## config.mk

```make
export PLATFORM = sky130hd
export DESIGN_NAME = program_loader
export DESIGN_NICKNAME = d
export VERILOG_FILES = /design/src/rtl/loader_pkg.sv /design/src/rtl/byte_to_word_packer.sv /design/src/rtl/program_loader.sv
export SDC_FILE = /design/constraint.sdc
export NUM_CORES = 1
export LEC_CHECK = 0
export ABC_AREA = 1
export CAP_MARGIN = 20
export CORE_MARGIN = 2
export CORE_UTILIZATION = 45
export DETAILED_ROUTE_END_ITERATION = 10
export PLACE_DENSITY = 0.74
export SLEW_MARGIN = 20
export SYNTH_ARGS = -nofsm -noshare
export SYNTH_HDL_FRONTEND = slang
export SYNTH_SLANG_ARGS = --single-unit
```

## constraint.sdc

```tcl
create_clock -name clk -period 3.3 [get_ports clk]
set_input_delay 0.66 -clock clk [delete_from_list [all_inputs] [get_ports clk]]
set_output_delay 0.66 -clock clk [all_outputs]
set_load 0.03 [all_outputs]
```

## src/rtl/loader_pkg.sv

```systemverilog
// Shared types and frame-layout constants for the boot-time program loader.
package loader_pkg;

  typedef enum logic [2:0] {IDLE, HDR, LOAD, CSUM, RUN, ERR} loader_state_t;

  localparam logic [7:0] MAGIC = 8'hA5;
  localparam int HDR_BYTES = 6;

  // Byte offsets of the header fields, counted from the first byte after MAGIC.
  localparam int OFF_BASE_LO  = 0;
  localparam int OFF_BASE_HI  = 1;
  localparam int OFF_COUNT_LO = 2;
  localparam int OFF_COUNT_HI = 3;
  localparam int OFF_ENTRY_LO = 4;
  localparam int OFF_ENTRY_HI = 5;

endpackage

```

## src/rtl/byte_to_word_packer.sv

```systemverilog
// Shifts bytes LSB-first into a word buffer and presents the completed word for one cycle.
module byte_to_word_packer #(
  parameter int DATA_W = 32
) (
  input  logic              clk,
  input  logic              rst_n,
  input  logic              clr,
  input  logic              byte_valid,
  input  logic [7:0]        byte_data,
  output logic              lane_last,
  output logic              word_valid,
  output logic [DATA_W-1:0] word_data
);

  localparam int LANES  = DATA_W / 8;
  localparam int LANE_W = $clog2(LANES);

  logic [LANE_W-1:0] lane_reg;
  logic [DATA_W-9:0] shift_reg;
  logic [DATA_W-1:0] shift_next;
  logic [DATA_W-1:0] word_reg;
  logic              word_valid_reg;

  // Newest byte enters at the top so the first byte ends up in bits [7:0].
  assign shift_next = {byte_data, shift_reg};
  assign lane_last  = (lane_reg == LANE_W'(LANES - 1));

  always_ff @(posedge clk or negedge rst_n) begin
    if (!rst_n) begin
      lane_reg       <= '0;
      shift_reg      <= '0;
      word_reg       <= '0;
      word_valid_reg <= 1'b0;
    end else begin
      word_valid_reg <= 1'b0;
      if (clr) begin
        lane_reg  <= '0;
        shift_reg <= '0;
      end else if (byte_valid) begin
        lane_reg  <= lane_reg + 1'b1;
        shift_reg <= shift_next[DATA_W-1:8];
        if (lane_last) begin
          word_reg       <= shift_next;
          word_valid_reg <= 1'b1;
        end
      end
    end
  end

  assign word_valid = word_valid_reg;
  assign word_data  = word_reg;

endmodule

```

## src/rtl/program_loader.sv

```systemverilog
// Boot loader: parses a framed byte stream, writes instruction words to memory and
// releases the CPU at the image entry point once the checksum verifies.
module program_loader #(
  parameter int         ADDR_W    = 11,
  parameter int         DATA_W    = 32,
  parameter logic [7:0] MAGIC     = loader_pkg::MAGIC,
  parameter int         MEM_WORDS = 2048
) (
  input  logic              clk,
  input  logic              rst_n,
  input  logic              rx_valid,
  input  logic [7:0]        rx_data,
  output logic              rx_ready,
  output logic              mem_w_en,
  output logic [ADDR_W-1:0] mem_addr,
  output logic [DATA_W-1:0] mem_data,
  output logic              cpu_rst_n,
  output logic [ADDR_W-1:0] start_pc,
  output logic              done,
  output logic              error
);
  import loader_pkg::*;

  loader_state_t     state_reg, state_next;
  logic [2:0]        hdr_cnt_reg;
  logic [7:0]        hdr_reg [HDR_BYTES-1];
  logic [7:0]        csum_reg;
  logic [15:0]       word_idx_reg;
  logic              rx_ready_reg, cpu_rst_n_reg, done_reg, error_reg;
  logic [ADDR_W-1:0] mem_addr_reg, start_pc_reg;

  logic              xfer, hdr_last, word_last, lane_last, load_entry;
  logic [15:0]       base_full, count_full, entry_full;
  logic [ADDR_W-1:0] base_w;
  logic [16:0]       span;
  logic              unused_hdr_bits;

  assign xfer       = rx_valid && rx_ready_reg;
  assign base_full  = {hdr_reg[OFF_BASE_HI], hdr_reg[OFF_BASE_LO]};
  assign count_full = {hdr_reg[OFF_COUNT_HI], hdr_reg[OFF_COUNT_LO]};
  // entry_hi is the last header byte, so it is taken straight off the bus.
  assign entry_full = {rx_data, hdr_reg[OFF_ENTRY_LO]};
  assign base_w     = base_full[ADDR_W-1:0];
  assign span       = 17'(base_w) + 17'(count_full);
  assign hdr_last   = (hdr_cnt_reg == 3'(OFF_ENTRY_HI));
  assign word_last  = (word_idx_reg == count_full - 16'd1);
  assign load_entry = (state_reg == HDR) && (state_next == LOAD);
  assign unused_hdr_bits = ^{base_full, entry_full};

  for (genvar gi = 0; gi < HDR_BYTES - 1; gi++) begin : g_hdr
    always_ff @(posedge clk or negedge rst_n) begin
      if (!rst_n)
        hdr_reg[gi] <= '0;
      else if (state_reg == HDR && xfer && hdr_cnt_reg == 3'(gi))
        hdr_reg[gi] <= rx_data;
    end
  end

  always_comb begin
    state_next = state_reg;
    case (state_reg)
      IDLE: if (xfer && rx_data == MAGIC) state_next = HDR;
      HDR: begin
        if (xfer && hdr_last) begin
          if (span > 17'(MEM_WORDS))  state_next = ERR;
          else if (count_full == '0)  state_next = CSUM;
          else                        state_next = LOAD;
        end
      end
      LOAD: if (xfer && lane_last && word_last) state_next = CSUM;
      CSUM: if (xfer) state_next = (rx_data == csum_reg) ? RUN : ERR;
      default: state_next = state_reg;
    endcase
  end

  always_ff @(posedge clk or negedge rst_n) begin
    if (!rst_n) begin
      state_reg     <= IDLE;
      hdr_cnt_reg   <= '0;
      csum_reg      <= '0;
      word_idx_reg  <= '0;
      rx_ready_reg  <= 1'b0;
      cpu_rst_n_reg <= 1'b0;
      done_reg      <= 1'b0;
      error_reg     <= 1'b0;
      mem_addr_reg  <= '0;
      start_pc_reg  <= '0;
    end else begin
      state_reg     <= state_next;
      rx_ready_reg  <= state_next inside {IDLE, HDR, LOAD, CSUM};
      cpu_rst_n_reg <= (state_next == RUN);
      done_reg      <= (state_next == RUN);
      error_reg     <= (state_next == ERR);
      if (state_reg == IDLE && xfer && rx_data == MAGIC) begin
        csum_reg    <= '0;
        hdr_cnt_reg <= '0;
      end
      if (xfer && (state_reg == HDR || state_reg == LOAD))
        csum_reg <= csum_reg ^ rx_data;
      if (state_reg == HDR && xfer) begin
        hdr_cnt_reg <= hdr_cnt_reg + 3'd1;
        if (hdr_last && state_next != ERR) begin
          start_pc_reg <= entry_full[ADDR_W-1:0];
          word_idx_reg <= '0;
        end
      end
      // Address is latched alongside the final lane so it lines up with the packer's strobe.
      if (state_reg == LOAD && xfer && lane_last) begin
        mem_addr_reg <= base_w + word_idx_reg[ADDR_W-1:0];
        word_idx_reg <= word_idx_reg + 16'd1;
      end
    end
  end

  byte_to_word_packer #(.DATA_W(DATA_W)) u_packer (
    .clk        (clk),
    .rst_n      (rst_n),
    .clr        (load_entry),
    .byte_valid (xfer && state_reg == LOAD),
    .byte_data  (rx_data),
    .lane_last  (lane_last),
    .word_valid (mem_w_en),
    .word_data  (mem_data)
  );

  assign rx_ready  = rx_ready_reg;
  assign mem_addr  = mem_addr_reg;
  assign cpu_rst_n = cpu_rst_n_reg;
  assign start_pc  = start_pc_reg;
  assign done      = done_reg;
  assign error     = error_reg;

endmodule

```

Word-level counts from Yosys, hierarchy flattened
Cells that the tools add are included.
{ "totals": {"reg_bits": 149, "in_bits": 11, "out_inout_bits": 59, "word_cells": 99} }
{ "classes": {"add_sub_neg": 6, "n_lt_le_gt_ge": 1, "n_eq_ne": 18, "n_mux": 22, "bitwise_logic": 2, "n_reduce_logical": 32} }
{ "op_table": {"columns": ["cell", "count"], "rows": [
  ["two-way mux 16 bit", 3],
  ["two-way mux 24 bit", 2],
  ["two-way mux 3 bit", 7],
  ["== test 3 x 2 -> 1 bit (second input constant)", 6],
  ["logical AND 1 bit", 18],
  ["adder 11 x 16 -> 17 bit", 1],
  ["> comparator 17 x 12 -> 1 bit (second input constant)", 1],
  ["adder 16 x 1 -> 16 bit (second input constant)", 1],
  ["== test 16 bit", 1],
  ["logical NOT 16 bit", 1],
  ["two-way mux 8 bit", 2],
  ["subtractor 16 x 1 -> 16 bit (second input constant)", 1],
  ["== test 3 bit (second input constant)", 4],
  ["case mux 3 bit (4 select lines)", 1],
  ["adder 11 bit", 1],
  ["nonzero test 2 bit", 5],
  ["== test 3 x 1 -> 1 bit (second input constant)", 3],
  ["logical NOT 3 bit", 3],
  ["== test 8 bit", 1],
  ["== test 8 bit (second input constant)", 1],
  ["bitwise XOR 8 bit", 1],
  ["two-way mux 1 bit", 5],
  ["two-way mux 2 bit", 2],
  ["AND reduction 2 bit", 2],
  ["8 further kinds", 8]
]} }

Depth between registers and ports, before layout
{ "depth": {"ltp_word": 10, "ltp_mapped": 20, "mapped_depth_nobuf": 20} }

Modules after synthesis
A second synthesis with hierarchy kept.
{ "hier_totals": {"cells_unflattened": 1084, "hier_area_um2": 8782.2} }
{ "modules_own_cells": {"columns": ["mod", "instances", "cells_per_inst", "area_each_um2", "seq_area_each_um2"], "rows": [
  ["program_loader", 1, 824, 5955.7, 2252.2],
  ["byte_to_word_packer", 1, 260, 2826.5, 1476.4]
]} }

Worst setup path before layout
Ideal clock, no wire load.
{ "synth_timing": {"path_type": "reg-to-reg", "startpoint": "register hdr_reg, in the netlist count_full[0]", "endpoint": "register u_packer.shift_reg[10]", "setup_ns": 0.140, "t_arrival_ns": 2.276, "required_ns": 3.160, "path_slack_ns": 0.883, "stages_incl_launch_ff": 20, "path_buffers": 1, "period_less_slack_ns": 2.417, "cell_sequence": "dfrtp_1 ha_1 fa_1 nand2_1 nand2_1 nand3b_1 nand2_1 nand2_1 nand2_1 nand2_1 nand2_1 inv_1 nand2_1 nor2_1 nand3_1 nand2_1 nand2_2 nand2_4 buf_6 a21oi_2"} }
{ "synth_between": {"elab_chain_len": 8, "elab_cells_between_ends": 15, "cone_classes": "add/sub (2); order compare (1); eq/ne (2); mux (6); reduce/logical (4)"} }
{ "synth_lines": {"columns": ["element", "line", "source"], "rows": [
  ["start: declaration", "program_loader.sv:26", "logic [7:0] hdr_reg [HDR_BYTES-1];"],
  ["start signal: indexed assignment", "program_loader.sv:55", "hdr_reg[gi] <= rx_data;"],
  ["adder 11 x 16 -> 17 bit, or another cell as far along", "program_loader.sv:44", "assign span = 17'(base_w) + 17'(count_full);"],
  ["> comparator 17 x 12 -> 1 bit, or another cell as far along", "program_loader.sv:65", "if (span > 17'(MEM_WORDS)) state_next = ERR;"],
  ["two-way mux 3 bit / logical AND 1 bit (equally long branches)", "program_loader.sv:65, program_loader.sv:70", null],
  ["two-way mux 3 bit (on tied branches)", "program_loader.sv:64, program_loader.sv:70", null],
  ["case mux 3 bit (4 select lines) (*)", "program_loader.sv:61", "case (state_reg)"],
  ["== test 3 x 2 -> 1 bit (*)", "program_loader.sv:47", "assign load_entry = (state_reg == HDR) && (state_next == LOAD);"],
  ["logical AND 1 bit (*)", "program_loader.sv:47", null],
  ["two-way mux 24 bit / nonzero test 2 bit (equally long branches)", null, null],
  ["end signal: assignment", "byte_to_word_packer.sv:41", "shift_reg <= shift_next[DATA_W-1:8];"],
  ["end: declaration", "byte_to_word_packer.sv:19", "logic [DATA_W-9:0] shift_reg;"]
]} }
Every way passes the cells marked *; elsewhere a longest branch is shown, timed or not.
A chain may end at the register's enable or synchronous reset.

Final worst setup path
{ "layout_timing": {"startpoint": "register hdr_reg, in the netlist count_full[0]", "endpoint": "register error_reg, in the netlist error"} }
{ "layout_between": {"elab_chain_len": 6, "elab_cells_between_ends": 12, "cone_classes": "add/sub (2); order compare (1); eq/ne (2); mux (5); reduce/logical (2)"} }
{ "layout_lines": {"columns": ["element", "line", "source"], "rows": [
  ["adder 11 x 16 -> 17 bit, or another cell as far along", "program_loader.sv:44", null],
  ["> comparator 17 x 12 -> 1 bit, or another cell as far along", "program_loader.sv:65", null],
  ["two-way mux 3 bit / logical AND 1 bit (equally long branches)", "program_loader.sv:65, program_loader.sv:70", null],
  ["two-way mux 3 bit (on tied branches)", "program_loader.sv:64, program_loader.sv:70", null],
  ["case mux 3 bit (4 select lines) (*)", "program_loader.sv:61", null],
  ["named net state_next[0]", "program_loader.sv:24", "loader_state_t state_reg, state_next;"],
  ["== test 3 bit (*)", "program_loader.sv:93", "error_reg <= (state_next == ERR);"],
  ["end signal: assignment", "program_loader.sv:93", null],
  ["end: declaration", "program_loader.sv:29", "logic rx_ready_reg, cpu_rst_n_reg, done_reg, error_reg;"]
]} }
The timed path passes the listed nets; every way through them passes the cells marked *.

==> flow_metrics.tcl <==
set metrics [dict create \
    outcome "finished, final reports clean" \
    dp_hpwl_um 13600 \
    worstSetupStartpointType "flop" \
    cp_slowest_cell "dfrtp_1" \
    io_buffers 69 \
    cts_hold_buf 0 \
    drtIter0Drc 411 \
    ys.flop_type "dfrtp_1" \
    antenna_found_initial 0 \
    setup_viol 0 \
    die_y_um 137 \
    n_antenna_cell 0 \
    yosysWarnings 0 \
    cts_resized 0 \
    cellPowerDensity_mw_per_mm2 920 \
    io_pins 70 \
    cp-startpoint "count_full[0]" \
    r2r_start "count_full[0]" \
    core-area_mm2 0.0172 \
    synth_edf_count 0 \
    cts_setup_buffers 0 \
    routedWlPerCell_um 14.9 \
    cts_tree "done" \
    final_hold_viol_count 0 \
    die_w_um 137 \
    slew_violations 0 \
    finClkSkew_ps 10.8 \
    drcViolationCount 0 \
    clkTransAtPathRegs_ps 70 \
    globalplace.congestion 0.953 \
    tightest_slew_ps 786 \
    critPathCaptureType "flop" \
    cts_buffer_depth 2 \
    final_area_mm2 0.00943 \
    overflow 0 \
    grt_usage_pct 22.3 \
    fillers 1562 \
    syn_area_mm2 0.00792 \
    grt_pass1_wl_um 32300 \
    power.share.clock_pct 22.7 \
    pwr-share-comb_pct 42.8 \
    postPlaceCellArea_mm2 0.00883 \
    hold_path_class "input port to asynchronous set/reset pin" \
    synth_seq_area_share_pct 47.1 \
    p_int_uw 4960 \
    syn_avg_cell_area_um2 8.01 \
    cp_max_fo 28 \
    seqPwrFrac_pct 34.5 \
    initial_core_util_pct 45.9 \
    worstSetupPathType "flop to flop" \
    p_leak_uw 0.00456 \
    regToRegSetupSlack_ps 330 \
    numCtsBuffers 17 \
    nets 1097 \
    firstDrtPassIters 5 \
    arrival_ps 3290 \
    cpPeakStageDelay_ps 450 \
    synth_seq_cells 149 \
    critPathRequiredTime_ps 3620 \
    syn_inst 988 \
    path_common_cell "nand2_1" \
    grt_pass1_vias 6447 \
    cap_violations 0 \
    rsz0062_at_grt "false" \
    vdd_drop_max_mv 0.592 \
    tns_ps 0 \
    synth.net_count 1030 \
    wirelength_um 19300 \
    r2r_cells 19 \
    finalCriticalPeriod_ps 2970 \
    max_freq_mhz 337 \
    path_cells "ha_1 > fa_1 > nand2_1 > nand2_1 > nand3_1 > nand2_1 > nand2_1 > nand2_1 > nor2_1 > nand2_1 > nor2_1 > nand2_1 > nand2_1 > nand3_1 > nand2_1 > nand2_2 > nand2_4 > inv_1 > and2_1" \
    htreeDepth 4 \
    dieArea_mm2 0.0187 \
    clock-sinks 149 \
    num_rows 48 \
    insertion_delay_ps 430 \
    p_sw_uw 3720 \
    switching_share_pct 42.9 \
    yosys.cell_types.count 40 \
    drive_gt1_share_pct 6.46 \
    final_common_cell "nand2_1" \
    fin_crit_sh_pct 90.0 \
    num_vias 6670 \
    root_buffer "clkbuf_16" \
    antenna_left 0 \
    async_flop_share_pct 100 \
    viasPerCell 5.16 \
    grt_start_max_net_pins 53 \
    largest_reg_flops 32 \
    layout_common_cells "nand2_1, dfrtp_1, o21ai_0, inv_1" \
    relSlewSlack_pct 47.4 \
    syn_to_final_growth_pct 19.1 \
]
## cells by family (layout without fill, tap and decap cells)
| family | count (synthesis) | count (layout) | synth area share (%) |
|---|---|---|---|
| flops | 149 | 149 | 47.1 |
| xor+xnor | 46 | 46 | 5.26 |
| buf+inv | 134 | 214 | 6.88 |
| compound gates | 183 | 183 | 12.3 |
| fa+ha+maj | 31 | 31 | 5.09 |
| mux | 1 | 1 | 0.126 |
| simple gates | 444 | 444 | 23.3 |
## power groups by stage
| stage | clock (uW) | combinational, uW | sequential, uW |
|---|---|---|---|
| 2_1_floorplan | 0 | 2780 | 2940 |
| 3_3_place_gp | 0 | 3610 | 2990 |
| 3_5_place_dp | 0 | 3670 | 3000 |
| 4_1_cts | 2000 | 3710 | 2980 |
| 5_1_grt | 2080 | 4210 | 3070 |
| 6_report | 1970 | 3710 | 2990 |
## layout make-up
| type | count | area, um^2 | share of cell area [%] |
|---|---|---|---|
| Inverter | 101 | 379 | 4.02 |
| Clock buffer | 17 | 425 | 4.51 |
| Multi-Input combinational cell | 705 | 3650 | 38.7 |
| Timing Repair Buffer | 81 | 795 | 8.43 |
| Sequential cell | 149 | 3730 | 39.5 |
| Tap cell | 225 | 282 | 2.99 |
| Clock inverter | 15 | 173 | 1.83 |
## synthesized netlist by cell type (6+ instances only)
cell type	n	share of area (%)
o21ai_0	117	7.4
ha_1	29	4.6
xnor2_1	22	2.4
nor2_1	68	3.2
xor2_1	23	2.5
nand3_1	53	3.4
inv_1	98	4.6
a21oi_1	36	2.3
nand2_1	290	14
nand3b_1	7	0.66
nand4_1	6	0.47
clkbuf_1	23	1.1
dfrtp_1	149	47
o21ai_1	12	0.76
a21oi_2	11	1.2
## layer usage
layer  wire [um]  vias up  global-route usage (%)
li1            -     3315                       -
met4         432        0                    8.04
met1        8780     3166                    30.1
met3         930       27                    4.78
met5           0        -                       0
met2        9120      162                    35.7
## final timing paths
check | to
min | mem_addr[7]
max | error
max in group asynchronous | u_packer.word_data[3]
min in group clk | start_pc[2]
min reg2reg | start_pc[2]
max reg2reg | error
## worst max-delay path, delay by kind of cell (launching register included)
kind	cells	cell delay, ps
buffers and inverters	1	110
flip-flops	1	450
AND/OR/NAND/NOR	16	1650
adder cells (fa/ha/maj)	2	650
## stage by stage
step                      hold slack [ps]  instances  util [%]  worst slack (ps)  power, uW
after floorplan                       364        988         -               883       5710
after global routing                  193       1293      54.7              46.0       9370
after global placement                455       1261      51.2               456       6600
after detailed placement              453       1261      51.2               355       6670
final                                 161       1293      54.7               330       8680
after CTS                             173       1293      54.7               358       8690
No activity file was read; power rests on OpenSTA's default activity.
